===== src/rtl/fetch_queue.sv =====
`default_nettype none
// ============================================================================
// Module   : fetch_queue
// Brief    : Instruction prefetch queue between a variable-latency instruction
//            memory and decode. Credit-limited sequential fetch, in-order
//            response buffering with PCs, and flush/restart on redirect with
//            in-flight response discard. Optional same-cycle bypass of an
//            empty queue is enabled by defining FETCH_QUEUE_BYPASS_EN.
// Revision : 1.0 - initial release
// ============================================================================
module fetch_queue #(
    parameter int          DEPTH    = 4,
    parameter logic [31:0] RESET_PC = 32'd0
) (
    input  logic        clk,
    input  logic        rst,
    input  logic        redirect,
    input  logic [31:0] redirect_pc,
    output logic        mem_req_valid,
    input  logic        mem_req_ready,
    output logic [31:0] mem_req_addr,
    input  logic        mem_rsp_valid,
    input  logic [31:0] mem_rsp_data,
    output logic        inst_valid,
    input  logic        inst_ready,
    output logic [31:0] inst_data,
    output logic [31:0] inst_pc
);

    localparam int            c_PW        = $clog2(DEPTH);
    localparam int            c_CW        = c_PW + 1;
    localparam logic [c_CW:0] c_DEPTH_EXT = (c_CW + 1)'(DEPTH);

    logic [31:0]     r_fetch_pc;
    logic [31:0]     r_rsp_pc;
    logic [c_CW-1:0] r_count;
    logic [c_CW-1:0] r_outstanding;
    logic [c_CW-1:0] r_drop_cnt;
    logic [c_PW-1:0] r_rd_ptr;
    logic [c_PW-1:0] r_wr_ptr;
    logic [31:0]     r_buf_pc   [DEPTH];
    logic [31:0]     r_buf_data [DEPTH];

    logic            w_credit_ok;
    logic            w_req_fire;
    logic            w_rsp_keep;
    logic            w_queue_ne;
    logic            w_bypass;
    logic            w_push;
    logic            w_pop;
    logic [31:0]     w_redirect_pc;
    logic            w_unused_ok;

    assign w_redirect_pc = {redirect_pc[31:2], 2'b00};
    assign w_unused_ok   = &{1'b0, redirect_pc[1:0]};

    // Queued plus in-flight never exceeds DEPTH, so every response has a slot.
    assign w_credit_ok   = ({1'b0, r_count} + {1'b0, r_outstanding}) < c_DEPTH_EXT;
    assign mem_req_valid = !rst && !redirect && w_credit_ok;
    assign mem_req_addr  = r_fetch_pc;
    assign w_req_fire    = mem_req_valid && mem_req_ready;

    assign w_rsp_keep    = mem_rsp_valid && (r_drop_cnt == '0) && !redirect && !rst;
    assign w_queue_ne    = (r_count != '0);

`ifdef FETCH_QUEUE_BYPASS_EN
    assign w_bypass      = !w_queue_ne && w_rsp_keep;
`else
    assign w_bypass      = 1'b0;
`endif

    assign inst_valid    = !rst && !redirect && (w_queue_ne || w_bypass);
    assign inst_data     = w_bypass ? mem_rsp_data : r_buf_data[r_rd_ptr];
    assign inst_pc       = w_bypass ? r_rsp_pc     : r_buf_pc[r_rd_ptr];

    // A bypassed instruction taken by decode is never written to the queue.
    assign w_pop         = inst_valid && inst_ready && w_queue_ne;
    assign w_push        = w_rsp_keep && !(w_bypass && inst_ready);

    always_ff @(posedge clk) begin
        if (rst) begin
            r_fetch_pc    <= RESET_PC;
            r_rsp_pc      <= RESET_PC;
            r_count       <= '0;
            r_outstanding <= '0;
            r_drop_cnt    <= '0;
            r_rd_ptr      <= '0;
            r_wr_ptr      <= '0;
        end else if (redirect) begin
            // A response arriving now is already discarded, hence the minus one.
            r_fetch_pc    <= w_redirect_pc;
            r_rsp_pc      <= w_redirect_pc;
            r_count       <= '0;
            r_rd_ptr      <= '0;
            r_wr_ptr      <= '0;
            r_outstanding <= r_outstanding - c_CW'(mem_rsp_valid);
            r_drop_cnt    <= r_outstanding - c_CW'(mem_rsp_valid);
        end else begin
            if (w_req_fire) begin
                r_fetch_pc <= r_fetch_pc + 32'd4;
            end
            r_outstanding <= r_outstanding + c_CW'(w_req_fire) - c_CW'(mem_rsp_valid);
            if (mem_rsp_valid) begin
                if (r_drop_cnt != '0) begin
                    r_drop_cnt <= r_drop_cnt - c_CW'(1);
                end else begin
                    r_rsp_pc <= r_rsp_pc + 32'd4;
                end
            end
            if (w_push) begin
                r_wr_ptr <= r_wr_ptr + c_PW'(1);
            end
            if (w_pop) begin
                r_rd_ptr <= r_rd_ptr + c_PW'(1);
            end
            r_count <= r_count + c_CW'(w_push) - c_CW'(w_pop);
        end
    end

    always_ff @(posedge clk) begin
        if (rst) begin
            for (int i = 0; i < DEPTH; i++) begin
                r_buf_pc[i]   <= 32'd0;
                r_buf_data[i] <= 32'd0;
            end
        end else if (w_push) begin
            r_buf_pc[r_wr_ptr]   <= r_rsp_pc;
            r_buf_data[r_wr_ptr] <= mem_rsp_data;
        end
    end

endmodule
`default_nettype wire

===== config.mk =====
export PLATFORM = sky130hd
export DESIGN_NAME = fetch_queue
export DESIGN_NICKNAME = d
export VERILOG_FILES = /design/src/rtl/fetch_queue.sv
export SDC_FILE = /design/constraint.sdc
export NUM_CORES = 1
export LEC_CHECK = 0
export ABC_CLOCK_PERIOD_IN_PS = 4680
export CORE_AREA = 5 5 168 170
export DETAILED_ROUTE_END_ITERATION = 10
export DIE_AREA = 0 0 173 175
export MAX_ROUTING_LAYER = met4
export PLACE_DENSITY = 0.83
export SETUP_SLACK_MARGIN = 0.15
export SYNTH_ARGS = -nofsm -noshare
export SYNTH_HDL_FRONTEND = slang
export SYNTH_SLANG_ARGS = --single-unit

===== constraint.sdc =====
create_clock -name clk -period 4.68 [get_ports clk]
set_input_delay 1.17 -clock clk [delete_from_list [all_inputs] [get_ports clk]]
set_output_delay 1.17 -clock clk [all_outputs]
set_load 0.03 [all_outputs]

==> reports/qor.yml, run 1 <==
status:
  status: "complete, no violations"
placed_design:
  port_buffers: 161
  hpwlAfterDp_mm: 20.8
  dp.cells: 1563
  routabilityCongestion: 0.859
  place_area_mm2: 0.0168
worst_hold_path:
  min_path_type: "reg2reg"
pwr:
  power_density_mw_per_mm2: 369
  peakVddDrop_mv: 0.214
  leakagePower_nw: 6.57
floorplan:
  fp.dieW_um: 173
  io_pins: 168
  dieArea_mm2: 0.0303
  fp.dieH_um: 175
  start_util_pct: 55.9
  rows: 60
  coreArea_mm2: 0.0266
worst_setup_path:
  cp_slowest_cell: "clkdlybuf4s50_1"
  crit_type: "reg2out"
  cp-end-kind: "output pin"
  crit_required_ps: 3510
  path_buf_inv: 2
  cp_cell_sequence: "buf_4 > mux4_2 > clkdlybuf4s50_1"
  cp_max_fo: 16
  cp-start-kind: "flop"
  arrival_ps: 2630
  max_stage_delay_ps: 620
  cp_top_family: "buffers and inverters"
clock_network:
  postCtsSetupRepairBufs: 0
  cts_tree: "built"
  numCtsBuffers: 34
  htreeDepth: 2
  cts_hold_buf: 0
  clock-root-buffer: "clkbuf_16"
  clockBufferDepth: 3
  cts.sinks: 323
  insertion_delay_ps: 510
  cts.clk_slew.worst_paths_ps: 60
  cts_resized: 0
drt:
  dr_total_vias: 9610
  top_layer: "met4"
  met1_length_mm: 14.1
  dr.pass1.iters: 7
  drt_wl_total_mm: 34.2
  routedWlPerCell_um: 21.1
  routed-wl-met3_mm: 2.56
  met2_wirelength_mm: 16.7
  via_per_inst: 5.93
  remaining_drc_errors: 0
  final_antenna_net_count: 0
  drt_iter0_drc: 904
sta:
  worst_pin_slew_ps: 862
  setup_viol: 0
  rsz0062_at_grt: "no"
  final.min_clock_period_ps: 3800
  drv_slew: 0
  max_slew_margin_pct: 42.5
  clock.fmax_mhz: 263
  clock_skew_ps: 23.3
  finalCritPeriodShare_pct: 81.1
  whs_ps: 531
  fin_setup_tns_ps: 0
  hold_viol: 0
grt:
  grt_max_degree: 72
  overflow: 0
  grt_pass1_vias: 10100
  antenna_found_initial: 0
  grt_pass1_wl_mm: 54.3
  grt_usage_pct: 23.0
yosys:
  netlist_instances: 1118
  synthDistinctLibCells: 67
  synth-edff-count: 248
  synth.ff_latch_count: 323
  synthArstFlopShare_pct: 0
  ys_dominant_reg_cell: "edfxtp_1"
  yosysSeqAreaShare_pct: 60.2
  syn_area_mm2: 0.0149
  synth_warnings: 0
  avgSynthCellArea_um2: 13.3
final_layout:
  insertedDiodeCount: 0
  final_cell_area_mm2: 0.0179
  instances_no_fill: 1621
  finalCoreUtilization_pct: 67.3
  fill_cells: 1860
  nets: 1342
  syn_to_final_growth_pct: 20.4
  layout-drive-gt1-share_pct: 12.0
job:
  drv_cap: 0
## cell type report
| type | instances | area, um^2 | area share [%] |
|---|---|---|---|
| Inverter | 27 | 101 | 0.566 |
| Sequential cell | 323 | 8950 | 50.0 |
| Timing Repair Buffer | 178 | 1820 | 10.2 |
| Multi-Input combinational cell | 694 | 5530 | 30.9 |
| Tap cell | 341 | 427 | 2.38 |
| Clock buffer | 47 | 941 | 5.26 |
| Clock inverter | 11 | 126 | 0.706 |
## worst paths after layout
kind                           end  slack [ps]  depth (start not counted)   startpoint
setup / recovery        inst_pc[9]         880                          3         flop
hold / removal                flop         530                          2  r_rd_ptr[1]
setup reg to reg  r_outstanding[2]        1650                         12   r_count[1]
hold reg to reg               flop         530                          2  r_rd_ptr[1]
## layout by cell type (no fill, tap or decap), types with 20 or more instances in the layout
cell and count:
edfxtp_1 248, and2_1 194, clkdlybuf4s50_1 158, dfxtp_1 73, and3_1 70, mux4_2 62, nand2_1 48, clkbuf_16 35
a21oi_1 32, nor2_1 31, xor2_1 29, inv_1 25, nand3_1 24, nand4_1 21, xnor2_1 20
## cells in the mapped netlist (3+ instances only)
cell | n | area, um^2
a211oi_1 | 11 | 82.6
a21boi_0 | 9 | 67.6
a21boi_1 | 3 | 22.5
a21o_1 | 5 | 37.5
a21oi_1 | 32 | 160
a221oi_1 | 3 | 26.3
a31oi_1 | 9 | 56.3
and2_1 | 194 | 1210
and3_1 | 70 | 438
and4_1 | 8 | 70.1
buf_1 | 6 | 22.5
buf_2 | 11 | 55.1
buf_4 | 5 | 37.5
clkbuf_1 | 54 | 203
dfxtp_1 | 75 | 1500
edfxtp_1 | 248 | 7450
ha_1 | 12 | 150
inv_1 | 25 | 93.8
mux4_2 | 62 | 1400
nand2_1 | 48 | 180
nand3_1 | 24 | 120
nand4_1 | 21 | 131
nor2_1 | 32 | 120
nor3_1 | 8 | 40.0
nor3_2 | 4 | 40.0
nor3b_2 | 3 | 37.5
nor4_1 | 8 | 50.1
o211ai_1 | 4 | 30.0
o21a_1 | 4 | 30.0
o21ai_0 | 14 | 70.1
o21bai_1 | 3 | 22.5
o22ai_1 | 3 | 18.8
or2_2 | 4 | 25.0
or3_1 | 4 | 25.0
or4_1 | 3 | 22.5
xnor2_1 | 20 | 175
xor2_1 | 29 | 254
## metrics by stage
stage               total power, mW  worst slack (ps)
detailed placement             4.06               492
finish                         6.61               885
global placement               4.04               536
CTS                            6.66               814
global route                   6.85               752
floorplan                      3.75               962
## sequential cells by signal, summed over array words and instances, names as in the netlist, named ones only
name           cells
r_buf_data       128
r_buf_pc         120
mem_req_addr      30
r_rsp_pc          30
r_count            3
r_drop_cnt         3
r_outstanding      3
r_rd_ptr           2
r_wr_ptr           2
## power by group
part / internal (mW) / leakage [nW] / switching, mW
clock: 1.57 / 0.518 / 1.04
combinational: 0.281 / 2.87 / 0.399
sequential: 3.23 / 3.18 / 0.0959
total: 5.07 / 6.57 / 1.54
## worst register-to-register path: cells and delay by family (launching register included)
| kind | cells | cell delay, ps |
|---|---|---|
| compound gates | 1 | 190 |
| flops | 1 | 360 |
| buf+inv | 2 | 230 |
| fa+ha+maj | 4 | 1130 |
| simple gates | 3 | 730 |
| xor+xnor | 2 | 290 |
## per-layer routing
metal | vias to the layer above | global-route usage [%]
met1 | 4714 | 30.3
met3 | 55 | 3.96
met2 | 431 | 37.6
li1 | 4410 | -
met5 | - | -
met4 | 0 | 6.25
## kinds of logic after synthesis
logic type | after synthesis | share of synthesized area [%]
simple gates | 451 | 18.2
compound gates | 113 | 5.02
flops | 323 | 60.2
buf+inv | 104 | 2.90
other cells | 1 | 0.0252
fa+ha+maj | 14 | 1.28
xor+xnor | 49 | 2.89
mux | 63 | 9.47
(Power assumes the default switching activity.)
==> run 2, diff against run 1 <==
- ABC_CLOCK_PERIOD_IN_PS: 4680 -> 3100
- CORE_AREA: 5 5 168 170 -> 5 5 177 179
- DIE_AREA: 0 0 173 175 -> 0 0 182 184
- PLACE_DENSITY: 0.83 -> 0.79
- clock period: 4.68 -> 3.1 ns (I/O delays scaled with it)
==> run 2 against run 1 <==
Net effect: wire length rose by 2.7%; global-route usage shrank 1.5 points; core utilization decreased by 5.2 points; design area increased by 2.0%; combinational power is 52% higher; first-iteration DRC count shrank 14%; sequential share of layout area decreased by 0.99 points; register-to-register slack lost 1200 ps; via count increased by 1.1%; cell count increased by 5.1%; die area grew 11%; critical path type unchanged.
==> reports/qor.yml, run 2 (synthesized netlist as in run 1, its figures left out) <==
worst_setup_path:
  cp-start-kind: "flop"  # unchanged
  arrival_ps: 2090  # was 2630 ps
  crit_required_ps: 2320  # was 3510 ps
  crit_type: "reg2out"  # unchanged
  cp-end-kind: "output pin"  # unchanged
  reg2reg_from: "r_count[1]"  # unchanged
  cp_max_fo: 12  # was 16
placed_design:
  dp.cells: 1637  # was 1563
  port_buffers: 161  # unchanged
  routabilityCongestion: 0.895  # was 0.859
  hpwlAfterDp_mm: 21.9  # was 20.8 mm
clock_network:
  insertion_delay_ps: 500  # was 510 ps
  numCtsBuffers: 34  # unchanged
  cts_hold_buf: 0  # unchanged
  cts.clk_slew.worst_paths_ps: 60  # about the same
  cts.sinks: 323  # unchanged
  clock-root-buffer: "clkbuf_16"  # unchanged
  clockBufferDepth: 3  # unchanged
  cts_tree: "built"  # unchanged
  htreeDepth: 2  # unchanged
status:
  status: "complete, no violations"  # unchanged
floorplan:
  fp.dieW_um: 182  # was 173 um
  io_pins: 168  # unchanged
  coreArea_mm2: 0.0294  # was 0.0266 mm^2
  rows: 63  # was 60
  dieArea_mm2: 0.0335  # was 0.0303 mm^2
  fp.dieH_um: 184  # was 175 um
  start_util_pct: 50.6  # was 55.9%
drt:
  via_per_inst: 5.71  # was 5.93
  drt_iter0_drc: 773  # was 904
  drt_wl_total_mm: 35.1  # was 34.2 mm
  routedWlPerCell_um: 20.6  # was 21.1 um
  dr.pass1.iters: 5  # was 7
  dr_total_vias: 9717  # was 9610
  final_antenna_net_count: 0  # unchanged
  remaining_drc_errors: 0  # unchanged
pwr:
  power_mw: 9.97  # was 6.61 mW
  leakagePower_nw: 6.87  # was 6.57 nW
  peakVddDrop_mv: 0.342  # was 0.214 mV
  power_density_mw_per_mm2: 546  # was 369 mW/mm^2
final_layout:
  insertedDiodeCount: 0  # unchanged
  final_cell_mix: "248 x edfxtp_1, 194 x and2_1, 95 x clkdlybuf4s50_1"  # was 248 x edfxtp_1, 194 x and2_1, 158 x clkdlybuf4s50_1
  nets: 1372  # was 1342
  fill_cells: 2220  # was 1860
  largest_reg_flops: 128  # unchanged
  finalCoreUtilization_pct: 62.1  # was 67.3%
  top_register: "r_buf_data"  # unchanged
  instances_no_fill: 1703  # was 1621
  syn_to_final_growth_pct: 22.8  # was 20.4%
  final_common_cell: "edfxtp_1"  # unchanged
  reg_top3: "r_buf_data x128, r_buf_pc x120"  # unchanged
  layout-drive-gt1-share_pct: 17.5  # was 12.0%
sta:
  worst_pin_slew_ps: 728  # was 862 ps
  fin_setup_tns_ps: 0  # unchanged
  drv_slew: 0  # unchanged
  final.min_clock_period_ps: 2860
  clock.fmax_mhz: 349
  hold_viol: 0  # unchanged
  rsz0062_at_grt: "no"  # unchanged
  finalCritPeriodShare_pct: 92.3
  max_slew_margin_pct: 51.5  # was 42.5%
  clock_skew_ps: 14.7  # was 23.3 ps
  setup_viol: 0  # unchanged
grt:
  overflow: 0  # unchanged
  grt_pass1_wl_mm: 55.4  # was 54.3 mm
  grt_usage_pct: 21.6  # was 23.0%
  antenna_found_initial: 0  # unchanged
  grt_max_degree: 66  # was 72
  grt_pass1_vias: 9984  # was 10100
worst_hold_path:
  min_path_type: "reg2reg"  # unchanged
  hold_start: "mem_req_addr[31]"  # was r_rd_ptr[1]
job:
  drv_cap: 0  # unchanged
## run 2: cell types whose count changed in the layout (fill, tap and decap cells not counted), moves of 4 or more
cell	before	now
buf_2	1	12
clkinv_1	7	12
buf_12	7	16
dlygate4sd2_1	0	22
clkbuf_2	0	16
clkbuf_1	10	6
clkdlybuf4s50_1	158	95
clkdlybuf4s15_2	0	14
buf_4	12	29
## run 2: area by class of cell
class / instances / area, um^2 / share of cell area (%)
well taps: 390 / 488 / 2.67
flip-flops and latches: 323 / 8950 / 49.0
inverters: 27 / 104 / 0.569
clock inverters: 19 / 160 / 0.877
clock buffers: 42 / 912 / 5.00
multi-input cells: 694 / 5560 / 30.5
repair buffers: 208 / 2080 / 11.4
## run 2: timing repair
action	in CTS	in global routing
endpoints found under the setup margin	63	34
endpoints found under the hold margin	0	0
resized for setup	123	48
buffers inserted	3	0
gates cloned	1	1
## run 2: stage by stage
| stage | cell area, um^2 | hold slack (ps) | setup slack [ps] |
|---|---|---|---|
| 4_1_cts | 18400 | 540 | 123 |
| 5_1_grt | 18300 | 579 | 164 |
| 6_report | 18300 | 532 | 238 |
| 3_3_place_gp | 17200 | 506 | -171 |
| 3_5_place_dp | 17200 | 523 | -237 |
| 2_1_floorplan | 14900 | 485 | 113 |
## run 2: metal layers
metal / routed length (um) / share of wire (%) / vias up / global-route usage (%)
li1: - / - / 4496 / -
met1: 14700 / 42 / 4782 / 29.0
met5: 0 / 0 / - / -
met2: 17200 / 49 / 394 / 35.1
met4: 663 / 1.9 / 0 / 5.55
met3: 2560 / 7.3 / 45 / 3.05
## run 2: worst max-delay path: stages (launching register included)
cell	delay, ps
dfxtp_4	390
buf_12	150
buf_16	170
mux4_2	500
dlygate4sd2_1	370
## run 2: where the power goes
group | leakage [nW] | internal [mW] | switching [mW]
registers | 3.18 | 4.87 | 0.143
clock network | 0.525 | 2.34 | 1.59
logic | 3.16 | 0.419 | 0.609
## run 2: path summary, 6_finish.rpt
path / to / slack [ps] / cells after the start
worst max-delay path: inst_data[8] / 240 / 4
worst min-delay path: mem_req_addr[31] / 530 / 2
worst max register to register: r_outstanding[2] / 470 / 12
worst min register to register: mem_req_addr[31] / 530 / 2
==> run 3, diff against run 2 <==
- CAP_MARGIN: not set -> 5
==> results of run 3 <==
No change in the layout: final DEF, timing and power equal those of run 2.
